===== src/rtl/bus_arb_pkg.sv =====
// Shared types and helpers for the bus write arbiter.
// Holds the FSM state encoding, counter width and index-width helper.
package bus_arb_pkg;

  typedef enum logic [1:0] {
    IDLE = 2'd0,
    WAIT = 2'd1,
    RESP = 2'd2
  } state_t;

  localparam int CNT_W = 16;

  // Index width for n requesters; never narrower than one bit.
  function automatic int idx_w(input int n);
    return (n > 2) ? $clog2(n) : 1;
  endfunction

endpackage


===== src/rtl/bus_arb_rr.sv =====
// Combinational round-robin arbiter.
// Search starts one past last_grant and wraps upward.
module rr_arbiter
  import bus_arb_pkg::*;
#(
  parameter  int NUM_REQ = 4,
  localparam int IW      = idx_w(NUM_REQ)
) (
  input  logic [NUM_REQ-1:0] req,
  input  logic [IW-1:0]      last_grant,
  output logic [NUM_REQ-1:0] grant,
  output logic [IW-1:0]      grant_idx,
  output logic               any_valid
);

  // First set request bit after last_grant, ascending with wrap.
  always_comb begin
    logic          found;
    logic [IW-1:0] idx;
    found     = 1'b0;
    idx       = '0;
    grant     = '0;
    grant_idx = '0;
    for (int k = 1; k <= NUM_REQ; k++) begin
      idx = IW'((int'(last_grant) + k) % NUM_REQ);
      if (!found && req[idx]) begin
        found      = 1'b1;
        grant[idx] = 1'b1;
        grant_idx  = idx;
      end
    end
    any_valid = found;
  end

endmodule


===== src/rtl/bus_write_arbiter.sv =====
// Round-robin sharing of one slave write port.
// Accept, issue, wait for ack or timeout, respond.
module bus_write_arbiter
  import bus_arb_pkg::*;
#(
  parameter  int NUM_REQ = 4,
  parameter  int ADDR_W  = 32,
  parameter  int DATA_W  = 32,
  parameter  int TIMEOUT = 255,
  localparam int IW      = idx_w(NUM_REQ)
) (
  input  logic                      clk,
  input  logic                      rst_n,
  input  logic [NUM_REQ-1:0]        req_valid,
  output logic [NUM_REQ-1:0]        req_ready,
  input  logic [NUM_REQ*ADDR_W-1:0] req_addr,
  input  logic [NUM_REQ*DATA_W-1:0] req_data,
  output logic [NUM_REQ-1:0]        rsp_valid,
  output logic                      rsp_err,
  output logic                      slv_req,
  output logic [ADDR_W-1:0]         slv_addr,
  output logic [DATA_W-1:0]         slv_data,
  input  logic                      slv_ack,
  input  logic                      slv_err,
  output logic                      busy,
  output logic [IW-1:0]             grant_id,
  output logic [CNT_W-1:0]          txn_count,
  output logic [CNT_W-1:0]          err_count
);

  localparam logic [CNT_W-1:0] TMO_LAST = CNT_W'(TIMEOUT - 1);
  localparam logic [IW-1:0]    LG_RST   = IW'(NUM_REQ - 1);

  state_t              state_q;
  state_t              state_d;
  logic [IW-1:0]       last_grant_q;
  logic [IW-1:0]       grant_id_q;
  logic [ADDR_W-1:0]   addr_q;
  logic [DATA_W-1:0]   data_q;
  logic [CNT_W-1:0]    tmo_q;
  logic                err_q;
  logic [CNT_W-1:0]    txn_cnt_q;
  logic [CNT_W-1:0]    err_cnt_q;

  logic [NUM_REQ-1:0]  arb_grant;
  logic [IW-1:0]       arb_idx;
  logic                arb_any;
  logic [ADDR_W-1:0]   sel_addr;
  logic [DATA_W-1:0]   sel_data;
  logic                accept;
  logic                tmo_last;

  rr_arbiter #(
    .NUM_REQ (NUM_REQ)
  ) u_rr (
    .req        (req_valid),
    .last_grant (last_grant_q),
    .grant      (arb_grant),
    .grant_idx  (arb_idx),
    .any_valid  (arb_any)
  );

  // Winner's address and data picked out of the packed buses.
  always_comb begin
    sel_addr = '0;
    sel_data = '0;
    for (int i = 0; i < NUM_REQ; i++) begin
      if (arb_grant[i]) begin
        sel_addr = req_addr[i*ADDR_W +: ADDR_W];
        sel_data = req_data[i*DATA_W +: DATA_W];
      end
    end
  end

  assign accept   = (state_q == IDLE) && arb_any;
  assign tmo_last = (tmo_q == TMO_LAST);

  // State register.
  always_ff @(posedge clk or negedge rst_n) begin
    if (!rst_n) begin
      state_q <= IDLE;
    end else begin
      state_q <= state_d;
    end
  end

  // Next state and handshake outputs; ack beats a same-cycle timeout.
  always_comb begin
    state_d   = state_q;
    req_ready = '0;
    unique case (state_q)
      IDLE: begin
        req_ready = arb_grant;
        if (arb_any) state_d = WAIT;
      end
      WAIT: begin
        if (slv_ack || tmo_last) state_d = RESP;
      end
      RESP: begin
        state_d = IDLE;
      end
      default: begin
        state_d = IDLE;
      end
    endcase
  end

  // Capture the accepted write and remember who was served.
  always_ff @(posedge clk or negedge rst_n) begin
    if (!rst_n) begin
      addr_q       <= '0;
      data_q       <= '0;
      grant_id_q   <= '0;
      last_grant_q <= LG_RST;
    end else if (accept) begin
      addr_q       <= sel_addr;
      data_q       <= sel_data;
      grant_id_q   <= arb_idx;
      last_grant_q <= arb_idx;
    end
  end

  // Cycles spent waiting for the slave in the current transaction.
  always_ff @(posedge clk or negedge rst_n) begin
    if (!rst_n) begin
      tmo_q <= '0;
    end else if (accept) begin
      tmo_q <= '0;
    end else if (state_q == WAIT && !slv_ack) begin
      tmo_q <= tmo_q + 1'b1;
    end
  end

  // Response error: slave error on ack, forced high on timeout.
  always_ff @(posedge clk or negedge rst_n) begin
    if (!rst_n) begin
      err_q <= 1'b0;
    end else if (accept) begin
      err_q <= 1'b0;
    end else if (state_q == WAIT) begin
      if (slv_ack) begin
        err_q <= slv_err;
      end else if (tmo_last) begin
        err_q <= 1'b1;
      end
    end
  end

  // Completed-transaction and error statistics.
  always_ff @(posedge clk or negedge rst_n) begin
    if (!rst_n) begin
      txn_cnt_q <= '0;
      err_cnt_q <= '0;
    end else if (state_q == RESP) begin
      txn_cnt_q <= txn_cnt_q + 1'b1;
      if (err_q && (err_cnt_q != '1)) begin
        err_cnt_q <= err_cnt_q + 1'b1;
      end
    end
  end

  assign slv_req   = (state_q == WAIT);
  assign slv_addr  = addr_q;
  assign slv_data  = data_q;
  assign busy      = (state_q != IDLE);
  assign grant_id  = grant_id_q;
  assign rsp_valid = (state_q == RESP) ? (NUM_REQ'(1) << grant_id_q) : '0;
  assign rsp_err   = (state_q == RESP) && err_q;
  assign txn_count = txn_cnt_q;
  assign err_count = err_cnt_q;

endmodule

===== config.mk =====
export PLATFORM = sky130hd
export DESIGN_NAME = bus_write_arbiter
export DESIGN_NICKNAME = d
export VERILOG_FILES = /design/src/rtl/bus_arb_pkg.sv /design/src/rtl/bus_arb_rr.sv /design/src/rtl/bus_write_arbiter.sv
export SDC_FILE = /design/constraint.sdc
export NUM_CORES = 1
export LEC_CHECK = 0
export CAP_MARGIN = 20
export CORE_AREA = 8 8 145 147
export CTS_CLUSTER_SIZE = 10
export DETAILED_ROUTE_END_ITERATION = 12
export DIE_AREA = 0 0 153 155
export PLACE_DENSITY = 0.85
export SYNTH_ARGS = -nofsm -noshare
export SYNTH_HDL_FRONTEND = slang
export SYNTH_SLANG_ARGS = --single-unit

===== constraint.sdc =====
create_clock -name clk -period 5.2 [get_ports clk]
set_input_delay 0.78 -clock clk [delete_from_list [all_inputs] [get_ports clk]]
set_output_delay 0.78 -clock clk [all_outputs]
set_load 0.005 [all_outputs]

==> flow_summary.ini <==
[worst_setup_path]
setup.worst_path.start_class = primary input
worstPathArrival_ns = 3.51
rrSetupSlack_ns = 1.17
worstPathRequired_ns = 4.42
crit_path_end_kind = output port
path_class = primary input to output port
path_cells = clkdlybuf4s50_1 -> mux4_2 -> or3b_2 -> a21boi_1 -> a2111oi_4 -> nor2_1 -> clkdlybuf4s50_1
r2r_cells = 8
worstPathMaxFanout = 11
startpoint = req_valid[1]
r2r_start = last_grant_q[1]
timing.rr.end = slv_addr[30]
slowest_stage = mux4_2
crit_path_max_incr_delay_ns = 0.67
crit_top_cell = clkdlybuf4s50_1

[clock_network]
clk_path_buf_depth = 2
cts_num_sinks = 119
cts_root_buf = clkbuf_16
insertion_delay_ns = 0.42
ctsHoldBuffers = 0
cts_setup_buffers = 0
clkTransAtPathRegs_ns = 0.06
cts_tree = built
numCtsBuffers = 17
cts-htree-levels = 4
ctsResizeCount = 0

[routing]
first_pass_iters = 5
vias = 7909
post-route-drc-count = 0
wl_per_cell_um = 23.4
first_iter_violations = 513
ant_nets = 0
routed_wl_um = 31900
via_per_inst = 5.82

[logic_synthesis]
synth_area_leaders = dfrtp_1 35%, a22oi_2 9.1%, o211ai_2 9.1%, a2bb2oi_2 8.2%, nand4_1 5.8%
ys_ff_latch = 119
ys_types = 63
yosysWarnings = 0
syn_area_um2 = 8260
postSynthAreaPerCell_um2 = 10.7
async_reset_ff_share_pct = 100
syn_nets = 1046
synth_top_area_share_pct = 35.5
synth_largest_area_cell = dfrtp_1
ys_seq_area_share_pct = 36.1
ys.flop_type = dfrtp_1
syn_inst = 770
synth-edff-count = 0

[timing]
maxSlewViolCount = 0
timing.setup.tns_ns = 0
max_freq_mhz = 233
whs_ns = 0.453
worst_pin_slew_ns = 1.02
setup-violations-final = 0
rsz0062_at_grt = false
fin_crit_sh_pct = 82.5
maxSlewHeadroom_pct = 31.7
skew_ns = 0.00910
hold_viol = 0
finalCriticalPeriod_ns = 4.29

[global_route]
grt_pass1_vias = 8182
grt_start_max_net_pins = 76
overflow = 0
grt_pass1_wl_um = 48800
grt_usage_pct = 26.2
antenna_found_initial = 5

[pwr]
p_seq_share_pct = 19.2
ir_drop_mv = 0.456
p_sw_w = 0.00342
clockPowerShare_pct = 16.0
p_int_w = 0.00432
comb_power_share_pct = 64.8
swShare_pct = 44.2
p_leak_nw = 4.92
p_per_area_nw_per_um2 = 611

[placed_design]
hpwl_um = 23200
gp_congestion = 0.906
io_buffers = 372
place_area_um2 = 12000
dp_cells = 1322

[floorplan]
die-width_um = 153
rows = 51
fp.dieH_um = 155
start_util_pct = 43.6
io_pins = 373
dieArea_um2 = 23700
core_um2 = 19000

[layout]
num-nets-final = 1379
design_area_um2 = 12700
stdcell_count = 1359
seqCellArea_um2 = 2980
drive_gt1_share_pct = 21.1
multiInputGateArea_um2 = 4820
syn2layout_area_growth_pct = 53.4
fin_util_pct = 66.8
fill_cells = 1445

[min_path]
min_path_type = primary input to asynchronous set/reset pin

[outcome]
outcome = finished, final reports clean

[job]
drv_cap = 0
==> worst max-delay path by stage <==
stage	slack, ns	endpoint
6_report	0.91	req_ready[3]
5_1_grt	0.81	req_ready[3]
4_1_cts	0.91	req_ready[1]
3_5_place_dp	0.86	slv_addr[30]
3_3_place_gp	0.93	slv_addr[30]
2_1_floorplan	1.77	req_ready[2]
==> layer usage <==
layer  GRT usage, %  vias up  part of all wire (%)
met5              0        -                     0
met3           7.16       51                   6.9
met2           43.8      317                    49
met4           11.5        0                   3.4
met1           31.3     3922                    40
li1               -     3619                     -
==> state kept, by name, indices dropped and copies added (netlist names) <==
name          flops
err_count        16
err_q             1
grant_id          2
last_grant_q      2
slv_addr         32
slv_data         32
state_q           2
tmo_q            16
txn_count        16
==> critical path, delay by kind of cell <==
family                 cells  cell delay (ns)
AOI/OAI and AO/OA          2             0.35
buffers and inverters      2             1.12
muxes                      1             0.67
and+or+nand+nor            2             0.58
==> cell type report <==
| cell class | count | share of cell area [%] |
|---|---|---|
| Inverter | 11 | 0.326 |
| Clock buffer | 17 | 3.36 |
| Timing Repair Buffer | 390 | 30.7 |
| Antenna cell | 5 | 0.0988 |
| Tap cell | 238 | 2.35 |
| Clock inverter | 15 | 1.54 |
| Multi-Input combinational cell | 564 | 38.0 |
| Sequential cell | 119 | 23.5 |
==> cells by family after synthesis <==
group                    after synthesis  share of synthesized area, %
AND/OR/NAND/NOR                      267                          16.7
AO/OA/AOI/OAI                        232                          33.4
flip-flops                           119                          36.1
buffers and inverters                 87                          5.85
XOR/XNOR                              44                          4.67
adder cells (fa/ha/maj)               12                          1.82
multiplexers                           9                          1.42
==> cells in the mapped netlist (5+ instances only) <==
master / n
dfrtp_1: 117
nand2_1: 93
nand4_1: 77
a22oi_2: 60
o211ai_2: 60
a2bb2oi_2: 45
clkbuf_1: 35
nor2_1: 29
xnor2_1: 27
a2bb2oi_1: 19
xor2_1: 17
buf_4: 15
buf_2: 14
nand3_1: 14
ha_1: 12
buf_6: 11
inv_1: 10
and3_1: 8
and4_1: 8
nand2b_1: 8
and2_1: 6
nor3_1: 6
a21oi_1: 5
mux2i_1: 5
==> layout by cell type, fill, tap and decap left out, types with 17 or more instances in the layout <==
cell	instances
clkdlybuf4s50_1	371
nor2_1	29
nand2_1	93
xor2_1	17
a2bb2oi_1	19
a2bb2oi_2	45
o211ai_2	60
xnor2_1	27
a22oi_2	60
nand4_1	77
clkbuf_16	17
dfrtp_1	117
==> power by group through the flow <==
stage	clock network, W	logic (W)	registers, W
2_1_floorplan	0	0.00354	0.00145
3_3_place_gp	0	0.00494	0.00148
3_5_place_dp	0	0.00502	0.00149
4_1_cts	0.00127	0.00504	0.00148
5_1_grt	0.00131	0.00534	0.00152
6_report	0.00124	0.00501	0.00148
==> through the flow <==
stage | power, W | worst slack [ns]
final | 0.00774 | 0.909
after global routing | 0.00817 | 0.805
after CTS | 0.00778 | 0.907
after detailed placement | 0.00651 | 0.861
after global placement | 0.00642 | 0.928
after floorplan | 0.00499 | 1.77
No activity file was read; power rests on OpenSTA's default activity.
